===== config.mk =====
export PLATFORM = sky130hd
export DESIGN_NAME = seg7_scan_driver
export DESIGN_NICKNAME = d
export VERILOG_FILES = /design/src/rtl/seg7_scan_driver_pkg.sv /design/src/rtl/seg7_hex_decode.sv /design/src/rtl/seg7_scan_driver.sv
export SDC_FILE = /design/constraint.sdc
export NUM_CORES = 1
export LEC_CHECK = 0
export BUFFER_PORTS_ARGS = -buffer_cell sky130_fd_sc_hd__buf_2
export CAP_MARGIN = 10
export CORE_AREA = 2 2 137 72
export CTS_BUF_LIST = sky130_fd_sc_hd__clkbuf_8
export CTS_CLUSTER_DIAMETER = 100
export DETAILED_ROUTE_END_ITERATION = 8
export DIE_AREA = 0 0 139 74
export SYNTH_ARGS = -nofsm -noshare
export SYNTH_HDL_FRONTEND = slang
export SYNTH_SLANG_ARGS = --single-unit

===== constraint.sdc =====
create_clock -name CLK -period 3.4 [get_ports CLK]
set_clock_uncertainty 0.2 [all_clocks]
set_input_delay 0.17 -clock CLK [delete_from_list [all_inputs] [get_ports CLK]]
set_output_delay 0.17 -clock CLK [all_outputs]
set_load 0.005 [all_outputs]

===== src/rtl/seg7_scan_driver_pkg.sv =====
// Shared constants for the 7-segment scan driver: active-low font table, blank code
// and the decimal-point bit position within the cathode byte.
package seg7_scan_driver_pkg;

  localparam logic [7:0] SegOff = 8'hFF;
  localparam int unsigned DpBit = 7;

  // Segment order is {a,b,c,d,e,f,g}, 0 = segment lit.
  localparam logic [6:0] Font0 = 7'b0000001;
  localparam logic [6:0] Font1 = 7'b1001111;
  localparam logic [6:0] Font2 = 7'b0010010;
  localparam logic [6:0] Font3 = 7'b0000110;
  localparam logic [6:0] Font4 = 7'b1001100;
  localparam logic [6:0] Font5 = 7'b0100100;
  localparam logic [6:0] Font6 = 7'b0100000;
  localparam logic [6:0] Font7 = 7'b0001111;
  localparam logic [6:0] Font8 = 7'b0000000;
  localparam logic [6:0] Font9 = 7'b0000100;
  localparam logic [6:0] FontA = 7'b0001000;
  localparam logic [6:0] FontB = 7'b1100000;
  localparam logic [6:0] FontC = 7'b0110001;
  localparam logic [6:0] FontD = 7'b1000010;
  localparam logic [6:0] FontE = 7'b0110000;
  localparam logic [6:0] FontF = 7'b0111000;

  // Counter width for a 0..range-1 counter; never narrower than one bit.
  function automatic int unsigned cnt_width(input int unsigned range);
    return (range > 1) ? $clog2(range) : 1;
  endfunction

endpackage


===== src/rtl/seg7_hex_decode.sv =====
// Combinational hex nibble to active-low 7-segment pattern {a..g}.
module seg7_hex_decode
  import seg7_scan_driver_pkg::*;
(
  input  logic [3:0] nibble,
  output logic [6:0] segments
);

  always_comb begin
    segments = Font0;
    unique case (nibble)
      4'h0: segments = Font0;
      4'h1: segments = Font1;
      4'h2: segments = Font2;
      4'h3: segments = Font3;
      4'h4: segments = Font4;
      4'h5: segments = Font5;
      4'h6: segments = Font6;
      4'h7: segments = Font7;
      4'h8: segments = Font8;
      4'h9: segments = Font9;
      4'hA: segments = FontA;
      4'hB: segments = FontB;
      4'hC: segments = FontC;
      4'hD: segments = FontD;
      4'hE: segments = FontE;
      4'hF: segments = FontF;
    endcase
  end

endmodule


===== src/rtl/seg7_scan_driver.sv =====
// Time-multiplexed hex display driver with frame-synchronous double buffering, ghost-guard
// blanking, leading-zero suppression, per-digit DP/blank and PWM brightness.
module seg7_scan_driver
  import seg7_scan_driver_pkg::*;
#(
  parameter int unsigned NUM_DIGITS  = 4,
  parameter int unsigned DIGIT_TICKS = 400000,
  parameter int unsigned BLANK_TICKS = 2000,
  parameter int unsigned BRIGHT_W    = 4
) (
  input  logic                    CLK,
  input  logic                    Reset,
  input  logic [4*NUM_DIGITS-1:0] Value,
  input  logic [NUM_DIGITS-1:0]   DpIn,
  input  logic                    Load,
  input  logic [NUM_DIGITS-1:0]   BlankMask,
  input  logic                    LzSuppress,
  input  logic [BRIGHT_W-1:0]     Brightness,
  output logic [NUM_DIGITS-1:0]   Segment,
  output logic [7:0]              Digit,
  output logic                    FrameStart
);

  localparam int unsigned TickW = cnt_width(DIGIT_TICKS);
  localparam int unsigned SlotW = cnt_width(NUM_DIGITS);
  localparam logic [TickW-1:0] TickLast  = TickW'(DIGIT_TICKS - 1);
  localparam logic [TickW-1:0] TickBlank = TickW'(BLANK_TICKS);
  localparam logic [SlotW-1:0] SlotLast  = SlotW'(NUM_DIGITS - 1);

  logic [TickW-1:0]        tick_q, tick_d;
  logic [SlotW-1:0]        slot_q, slot_d;
  logic [BRIGHT_W-1:0]     pwm_q, pwm_d;
  logic [4*NUM_DIGITS-1:0] pend_value_q, pend_value_d;
  logic [NUM_DIGITS-1:0]   pend_dp_q, pend_dp_d;
  logic                    pend_valid_q, pend_valid_d;
  logic [4*NUM_DIGITS-1:0] disp_value_q, disp_value_d;
  logic [NUM_DIGITS-1:0]   disp_dp_q, disp_dp_d;
  logic [NUM_DIGITS-1:0]   segment_q, segment_d;
  logic [7:0]              digit_q, digit_d;
  logic                    frame_start_q, frame_start_d;

  logic                  tick_wrap;
  logic                  frame_end;
  logic [NUM_DIGITS-1:0] lz_blank;
  logic [3:0]            cur_nibble;
  logic                  cur_dp;
  logic                  cur_dark;
  logic [6:0]            cur_font;
  logic                  pwm_on;
  logic                  digit_en;

  // Scan counters: tick within a slot, slot within a frame, free-running PWM phase.
  always_comb begin
    tick_wrap = (tick_q == TickLast);
    frame_end = tick_wrap && (slot_q == SlotLast);
    tick_d    = tick_wrap ? '0 : tick_q + 1'b1;
    slot_d    = slot_q;
    if (tick_wrap) begin
      slot_d = (slot_q == SlotLast) ? '0 : slot_q + 1'b1;
    end
    pwm_d = pwm_q + 1'b1;
  end

  // Double buffer: the display copy only changes on the frame boundary so a frame never tears.
  // A Load coinciding with the boundary bypasses the pending copy.
  always_comb begin
    pend_value_d = pend_value_q;
    pend_dp_d    = pend_dp_q;
    pend_valid_d = pend_valid_q;
    disp_value_d = disp_value_q;
    disp_dp_d    = disp_dp_q;
    if (Load) begin
      pend_value_d = Value;
      pend_dp_d    = DpIn;
      pend_valid_d = 1'b1;
    end
    if (frame_end) begin
      if (Load) begin
        disp_value_d = Value;
        disp_dp_d    = DpIn;
        pend_valid_d = 1'b0;
      end else if (pend_valid_q) begin
        disp_value_d = pend_value_q;
        disp_dp_d    = pend_dp_q;
        pend_valid_d = 1'b0;
      end
    end
  end

  // Leading-zero run scanned from the most significant digit down; digit 0 always shows.
  always_comb begin
    logic zero_run;
    lz_blank = '0;
    zero_run = LzSuppress;
    for (int i = NUM_DIGITS - 1; i >= 1; i--) begin
      zero_run    = zero_run && (disp_value_q[4*i +: 4] == 4'h0);
      lz_blank[i] = zero_run;
    end
  end

  always_comb begin
    cur_nibble = 4'h0;
    cur_dp     = 1'b0;
    cur_dark   = 1'b1;
    for (int unsigned i = 0; i < NUM_DIGITS; i++) begin
      if (slot_q == SlotW'(i)) begin
        cur_nibble = disp_value_q[4*i +: 4];
        cur_dp     = disp_dp_q[i];
        cur_dark   = BlankMask[i] || lz_blank[i];
      end
    end
  end

  seg7_hex_decode u_hex_decode (
    .nibble   (cur_nibble),
    .segments (cur_font)
  );

  always_comb begin
    pwm_on   = (pwm_q < Brightness) || (&Brightness);
    digit_en = (tick_q >= TickBlank) && pwm_on && !cur_dark;
    for (int unsigned i = 0; i < NUM_DIGITS; i++) begin
      segment_d[i] = !(digit_en && (slot_q == SlotW'(i)));
    end
    digit_d = SegOff;
    if (digit_en) begin
      digit_d[DpBit] = ~cur_dp;
      digit_d[6:0]   = cur_font;
    end
    frame_start_d = (tick_q == '0) && (slot_q == '0);
  end

  always_ff @(posedge CLK) begin
    if (Reset) begin
      tick_q        <= '0;
      slot_q        <= '0;
      pwm_q         <= '0;
      pend_value_q  <= '0;
      pend_dp_q     <= '0;
      pend_valid_q  <= 1'b0;
      disp_value_q  <= '0;
      disp_dp_q     <= '0;
      segment_q     <= '1;
      digit_q       <= SegOff;
      frame_start_q <= 1'b0;
    end else begin
      tick_q        <= tick_d;
      slot_q        <= slot_d;
      pwm_q         <= pwm_d;
      pend_value_q  <= pend_value_d;
      pend_dp_q     <= pend_dp_d;
      pend_valid_q  <= pend_valid_d;
      disp_value_q  <= disp_value_d;
      disp_dp_q     <= disp_dp_d;
      segment_q     <= segment_d;
      digit_q       <= digit_d;
      frame_start_q <= frame_start_d;
    end
  end

  assign Segment    = segment_q;
  assign Digit      = digit_q;
  assign FrameStart = frame_start_q;

endmodule


# [After elaboration in Yosys (flattened, before gate mapping)]
# Memories as Yosys holds them, arrays and structs flattened. A register that Yosys moved wholly into a read port is not among the register bits.
# Index checks and enable logic that the tools add are counted.
[totals] elab_cells=74 memories=1 ramBits=0 regBits=79 latchBits=0 romBits=112 output_inout_bits=13
[memory_table] name="(name not given)" depth=16 word_bits=7 rd=1 rd_clocked_by_memory_dff=1 write_ports=0 line="seg7_hex_decode.sv:11" source="unique case (nibble)"
[op_classes] shifts=0 reduce_logical=30 n_bitwise=2 multipliers=0 div_mod_pow=0 mux=21 add_sub_neg=3 n_eq_ne=4 magnitude_cmp=2
[op_table] operator="16-bit two-way mux" count=2
[op_table] operator="4-bit two-way mux" count=6
[op_table] operator="19-bit by 1-bit adder with 19-bit output, second input constant" count=1
[op_table] operator="19-bit equality test, second input constant" count=1
[op_table] operator="19-bit by 11-bit greater-or-equal comparator with 1-bit output, second input constant" count=1
[op_table] operator="19-bit logical NOT" count=1
[op_table] operator="4-bit logical NOT" count=3
[op_table] operator="1-bit two-way mux" count=12
[op_table] operator="1-bit logical AND" count=11
[op_table] operator="1-bit logical NOT" count=5
[op_table] operator="4-bit by 1-bit adder with 4-bit output, second input constant" count=1
[op_table] operator="2-bit equality test, second input constant" count=2
[op_table] operator="1-bit logical OR" count=4
[op_table] operator="4-bit < comparator" count=1
[op_table] operator="4-bit AND reduction" count=1
[op_table] operator="2-bit OR reduction" count=2
[op_table] operator="2-bit by 1-bit adder with 2-bit output, second input constant" count=1
[op_table] operator="2-bit by 1-bit equality test with 1-bit output, second input constant" count=1
[op_table] operator="2-bit logical NOT" count=1
[op_table] operator="2-bit two-way mux" count=1
[op_table] operator="1-bit inverter" count=2
[op_table] operator="2-bit AND reduction" count=1
[op_table] operator="2-bit nonzero test" count=1

# [Logic depth before layout (Yosys ltp)]
# Gate-level depths: netlist of the first run.
[logic_depth] ltp_word=12 mapped_depth=14 mapped_depth_nobuf=13

# [Cells and area by module]
# Synthesis of the first run repeated with hierarchy kept, for this count alone.
[unflattened] cells_unflattened=384 area_unflattened_um2=3702.3
[modules_own_cells] mod="seg7_scan_driver" cells_each=351 instances=1 area_each_um2=3433.3 seq_area_each_um2=1581.5
[modules_own_cells] mod="seg7_hex_decode" cells_each=33 instances=1 area_each_um2=269.0 seq_area_each_um2=0.0

# [Least setup slack after synthesis of the first run]
# No wires, ideal clock.
[synth_path] kind="reg-to-reg" startpoint="register tick_q[14]" endpoint="register disp_value_q[8]" setup_slack_ns=0.631 synth_period_minus_slack_ns=2.769 setup_time_ns=0.129 stages_incl_launch_ff=8 n_path_buf=2 t_arrival_ns=2.440 path_cell_list="dfxtp_1 -> or4_4 -> or4_1 -> or4_1 -> buf_2 -> nor3b_4 -> buf_6 -> o31ai_1"
[synth_between] elab_chain_len=3
[synth_lines] element="from (decl)" line="seg7_scan_driver.sv:30" source="logic [TickW-1:0] tick_q, tick_d;"
[synth_lines] element="from (signal assigned)" line="seg7_scan_driver.sv:147" source="tick_q <= tick_d;"
[synth_lines] element="19-bit equality test" line="seg7_scan_driver.sv:54" source="tick_wrap = (tick_q == TickLast);"
[synth_lines] element="1-bit logical AND" line="seg7_scan_driver.sv:55" source="frame_end = tick_wrap && (slot_q == SlotLast);"
[synth_lines] element="2-bit AND reduction (no source line)"
[synth_lines] element="to (signal assigned)" line="seg7_scan_driver.sv:153" source="disp_value_q <= disp_value_d;"
[synth_lines] element="to (decl)" line="seg7_scan_driver.sv:36" source="logic [4*NUM_DIGITS-1:0] disp_value_q, disp_value_d;"
# No other way between the ends.
# A chain may end at the register's enable or synchronous reset.

# [Final worst setup path of the first run]
[layout_path] startpoint="register tick_q[14]" endpoint="register disp_value_q[13]"
# Same word-level chain as after synthesis.

==> results_dict.tcl, run 1 <==
set metrics [dict create \
    status "finished clean" \
    fin_crit_sh_pct 86.0 \
    cts_max_level 3 \
    grt_overflow 0 \
    dp_worst_setup_slack_ps 483 \
    post_cts_buffers 0 \
    hold-path-endpoint "Segment[3]" \
    hold_viol 0 \
    place.gp.congestion 0.807 \
    postLayoutCoreUtil_pct 46.9 \
    coreArea_um2 9130 \
    netlist_top_cells_area "dfxtp_1, mux2i_1, nor2_1" \
    power.density_nw_per_um2 428 \
    slew_violations 0 \
    hp-class "input port to flip-flop" \
    drv_cap 0 \
    drt_iter0_drc 187 \
    start_kind "flip-flop" \
    syn_nets 448 \
    yosys.cell_types.count 42 \
    die_w_um 139 \
    endpoint_kind "flip-flop" \
    drc 0 \
    final_common_cell "dfxtp_1" \
    worstMarginPinSlew_ps 857 \
    regToRegEndpoint "disp_value_q[13]" \
    fp-row-count 25 \
    cts_resized 0 \
    fp.dieH_um 74 \
    clkTransAtPathRegs_ps 80 \
    rsz0062_at_grt "false" \
    total_leakage_power_uw 0.00173 \
    period_needed_ps 2930 \
    synth_top_area_share_pct 44.5 \
    layout_common_cells "dfxtp_1, nor2_1, nand2_1, buf_2, mux2i_1" \
    dr.pass1.iters 4 \
    via_per_inst 4.83 \
    reg2reg_depth 6 \
    seq_area_frac_synth_pct 44.5 \
    slew_headroom_pct 42.9 \
    design_area_um2 4280 \
    peakVddDrop_mv 0.206 \
    clock_path_buffers 2 \
    worstPathArrival_ps 2960 \
    worstSetupPathType "flip-flop to flip-flop" \
    drive_above_1_share_pct 16.8 \
    synth_flop_cell "dfxtp_1" \
    cts_num_sinks 79 \
    worst-path-max-fanout 40 \
    first_global_vias 2650 \
    initial_utilization_pct 38.9 \
    hp-start "LzSuppress" \
    grt_first_pass_wirelength_mm 12.9 \
    fin_ws_ps 475 \
    detail-route-antenna-nets 0 \
    hold_buffers 21 \
    clock_tree.root_cell "clkbuf_8" \
    antenna_cells 0 \
    ys_ff_latch 79 \
    yosysWarnings 0 \
    place_area_um2 3850 \
    synth_edf_count 0 \
    netlist_area_um2 3550 \
    dieArea_um2 10300 \
    timing.fmax_ghz 0.342 \
    async_reset_ff_share_pct 0 \
    antenna_found_initial 0 \
    synth_cells 400 \
    cts_tree "built" \
    required_ps 3440 \
    yosysTopAreaCell "dfxtp_1" \
    finalPower_uw 1830 \
    via_count 2825 \
    wire_per_inst_um 13.2 \
    final.setup.tns_ps 0 \
    worstReg2RegStart "tick_q[14]" \
    place_hpwl_mm 5.43 \
    clock_latency_ps 350 \
    syn_avg_cell_area_um2 8.88 \
    numCtsBuffers 9 \
    r2r_slack_ps 470 \
    grt_max_degree 52 \
    totalWireLength_mm 7.73 \
    holdPathStages 4 \
    final_nets 507 \
    setup_violations 0 \
    pin_count 45 \
    grt_usage_pct 16.0 \
    syn2layout_area_growth_pct 20.6 \
    portBuffers 44 \
]
## worst max-delay path by stage
stage	from	to	slack (ps)	cells past startpoint
2_1_floorplan	tick_q[14]	disp_value_q[8]	630	7
3_3_place_gp	tick_q[14]	disp_value_q[0]	530	6
3_5_place_dp	tick_q[14]	disp_value_q[9]	480	7
4_1_cts	tick_q[14]	disp_value_q[13]	470	6
5_1_grt	slot_q[0]	Digit[3]	350	8
6_report	tick_q[14]	disp_value_q[13]	470	6
## through the flow
stage | instances | hold WS [ps]
after floorplan | 400 | 86.5
after detailed placement | 548 | 215
final | 585 | 69.6
after global routing | 585 | 86.7
after global placement | 548 | 195
after CTS | 585 | 54.8
## state kept, by name, summed over array words and instances (netlist names), 2 cells and up
register	cells
disp_dp_q	4
pend_value_q	16
Digit	8
Segment	4
tick_q	19
pwm_q	4
pend_dp_q	4
slot_q	2
disp_value_q	16
## worst max-delay path, stage by stage (launching register included)
cell and delay, ps:
dfxtp_1 350, or4_4 520, or4_1 430, or4_1 670, nor3b_4 260, buf_12 230
o21ai_0 130
## synthesized netlist by cell type (3+ instances only)
master and count:
dfxtp_1 79, nor2_1 57, nand2_1 44, mux2i_1 26
nand2b_1 18, a21oi_1 17, ha_1 16, inv_1 16
o21ai_0 15, clkbuf_1 12, nand3_1 12, o21ai_2 12
xor2_1 11, xnor2_1 7, nor3_1 5, o221ai_1 5
buf_6 4, nand4_1 4, nor4_1 4, and3_1 3
nor2b_1 3, or3_1 3
## layout make-up
class                           instances  area (µm²)
Sequential cell                        79        1580
Inverter                               16        60.1
Clock inverter                          7        97.6
Tap cell                              121         151
Fill cell                             901        4850
Multi-Input combinational cell        284        1800
Clock buffer                            9         124
Timing Repair Buffer                   69         473
## routing by layer
layer  track usage [%]  routed length [µm]  up-vias
met4              4.38                  35        0
li1                  -                   -     1475
met3              5.15                 429        4
met2              23.3                3120       65
met5                 0                   0        -
met1              22.9                4140     1281
## kinds of logic (layout without fill, tap and decap cells)
logic type,count (synthesis),in the layout,synth area share (%)
simple gates,165,165,22.2
buf+inv,37,101,4.93
mux,27,27,7.64
flops,79,79,44.5
fa+ha+maj,16,16,5.64
compound gates,58,58,10.7
xor+xnor,18,18,4.44
## where the power goes
part           switching (µW)  internal [µW]
Clock                     349            416
Sequential               10.6            946
Combinational            52.8           60.0
Total                     413           1420
(Power assumes the default switching activity.)
==> run 2, diff against run 1 <==
Settings changed: CELL_PAD_IN_SITES_DETAIL_PLACEMENT set to 0, CELL_PAD_IN_SITES_GLOBAL_PLACEMENT set to 1, PLACE_DENSITY_LB_ADDON set to 0.1.
==> run 2 against run 1 <==
Compared with the run above:
- first-iteration DRC count is 9.1% lower
- highest routed layer unchanged
- combinational power is essentially flat
- maximum frequency is 0.78% lower
- core utilization about the same
==> results_dict.tcl, run 2 (synthesis gave the netlist of run 1 again) <==
set metrics [dict create \
    die_w_um 139 \
    final.setup.tns_ps 0 \
    crit_family "simple AND/OR/NAND/NOR gates" \
    slew_headroom_pct 42.9 \
    period_needed_ps 2950 \
    layout_common_cells "dfxtp_1, nor2_1, nand2_1, buf_2, mux2i_1" \
    coreArea_um2 9130 \
    grt_overflow 0 \
    place.gp.congestion 0.806 \
    via_per_inst 4.72 \
    clock_path_buffers 2 \
    slowest_delay_ps 670 \
    initial_utilization_pct 38.9 \
    finalPower_uw 1880 \
    dr.pass1.iters 4 \
    peakVddDrop_mv 0.232 \
    endpoint_kind "flip-flop" \
    cts_num_sinks 79 \
    hold_viol 0 \
    worstReg2RegStart "tick_q[14]" \
    pwr-share-seq_pct 50.8 \
    final_nets 506 \
    crit_top_cell "or4_1" \
    worst-path-stages 6 \
    hold-path-endpoint "Segment[3]" \
    worstMarginPinSlew_ps 857 \
    antenna_cells 0 \
    largest_registers "tick_q x19, disp_value_q x16, pend_value_q x16" \
    grt_usage_pct 17.1 \
    power_frac_clock_pct 43.0 \
    syn2layout_area_growth_pct 20.7 \
    r2r_slack_ps 450 \
    numCtsBuffers 9 \
    grt_max_degree 52 \
    p_comb_share_pct 6.1 \
    worst-path-max-fanout 40 \
    regToRegEndpoint "disp_value_q[15]" \
    timing.fmax_ghz 0.339 \
    critical_path.slowest_cell "or4_1" \
    regMostFlops "tick_q" \
    p_int_uw 1460 \
    path_buf_inv 1 \
    clock_tree.root_cell "clkbuf_8" \
    setup_violations 0 \
    totalWireLength_mm 8.12 \
    largest_register_ffs 19 \
    hp-class "input port to flip-flop" \
    p_sw_uw 423 \
    status "finished clean" \
    p_sw_share_pct 22.5 \
    drive_above_1_share_pct 16.6 \
    final_common_cell "dfxtp_1" \
    dieArea_um2 10300 \
    via_count 2754 \
    holdPathStages 4 \
    clock_latency_ps 360 \
    drc 0 \
    fp.dieH_um 74 \
    pin_count 45 \
    cts_resized 0 \
    start_kind "flip-flop" \
    total_leakage_power_uw 0.00174 \
    worstSetupPathType "flip-flop to flip-flop" \
    worstPathArrival_ps 2990 \
    place_hpwl_mm 5.73 \
    cp_cell_sequence "or4_4 > or4_1 > or4_1 > nor3b_4 > buf_12 > o21ai_0" \
    power.density_nw_per_um2 439 \
    required_ps 3440 \
    slew_violations 0 \
    wire_per_inst_um 13.9 \
    antenna_found_initial 0 \
    grt_first_pass_wirelength_mm 13.3 \
    cts_tree "built" \
    rsz0062_at_grt "false" \
    portBuffers 44 \
    drv_cap 0 \
    cts_max_level 3 \
    clkTransAtPathRegs_ps 80 \
    first_global_vias 2485 \
    detail-route-antenna-nets 0 \
    hp-start "LzSuppress" \
    fin_crit_sh_pct 86.7 \
    reg2reg_depth 6 \
    fp-row-count 25 \
    drt_iter0_drc 170 \
]
[run 2: repair_timing]
| action | in CTS | in global routing |
|---|---|---|
| hold endpoints to repair | 24 | 0 |
| hold buffers | 21 | 0 |
| buffers inserted | 0 | 0 |
[run 2: power by group through the flow]
stage	logic (µW)	clock network (µW)	registers, µW
floorplan	61.2	0	976
global placement	97.6	0	978
detailed placement	97.3	0	979
CTS	117	836	957
global route	131	870	960
finish	116	810	957
[run 2: area by class of cell]
type | instances | area, µm²
Clock buffer | 11 | 151
Clock inverter | 5 | 81.3
Fill cell | 890 | 4850
Inverter | 16 | 60.1
Multi-Input combinational cell | 284 | 1800
Sequential cell | 79 | 1580
Tap cell | 121 | 151
Timing Repair Buffer | 68 | 465
[run 2: stage by stage]
step / hold WS (ps) / utilization, % / std cells / worst slack, ps / instance area (µm²)
final: 95.9 / 46.9 / 584 / 452 / 4290
after detailed placement: 230 / 42.1 / 547 / 492 / 3840
after global placement: 220 / 42.1 / 547 / 521 / 3840
after floorplan: 86.5 / - / 400 / 631 / 3550
after global routing: 114 / 46.9 / 584 / 308 / 4290
after CTS: 66.5 / 46.9 / 584 / 481 / 4290
[run 2: layer usage]
layer / vias up / routed length [µm] / GRT usage [%]
met1: 1204 / 4870 / 28.1
met3: 11 / 529 / 5.22
met4: 0 / 118 / 6.06
li1: 1467 / - / -
met5: - / 0 / 0
met2: 72 / 2600 / 19.5
[run 2: worst max-delay path by stage]
stage | start | end | slack, ps
after floorplan | tick_q[14] | disp_value_q[8] | 630
after global placement | tick_q[14] | disp_dp_q[0] | 520
after detailed placement | tick_q[14] | disp_value_q[8] | 490
after CTS | tick_q[14] | disp_value_q[15] | 480
after global routing | tick_q[14] | disp_value_q[15] | 310
final | tick_q[14] | disp_value_q[15] | 450
[run 2: worst min-delay path, cell delays in order]
cell	delay, ps
buf_2	80
and2_0	220
nor2_1	60
nand3_1	80
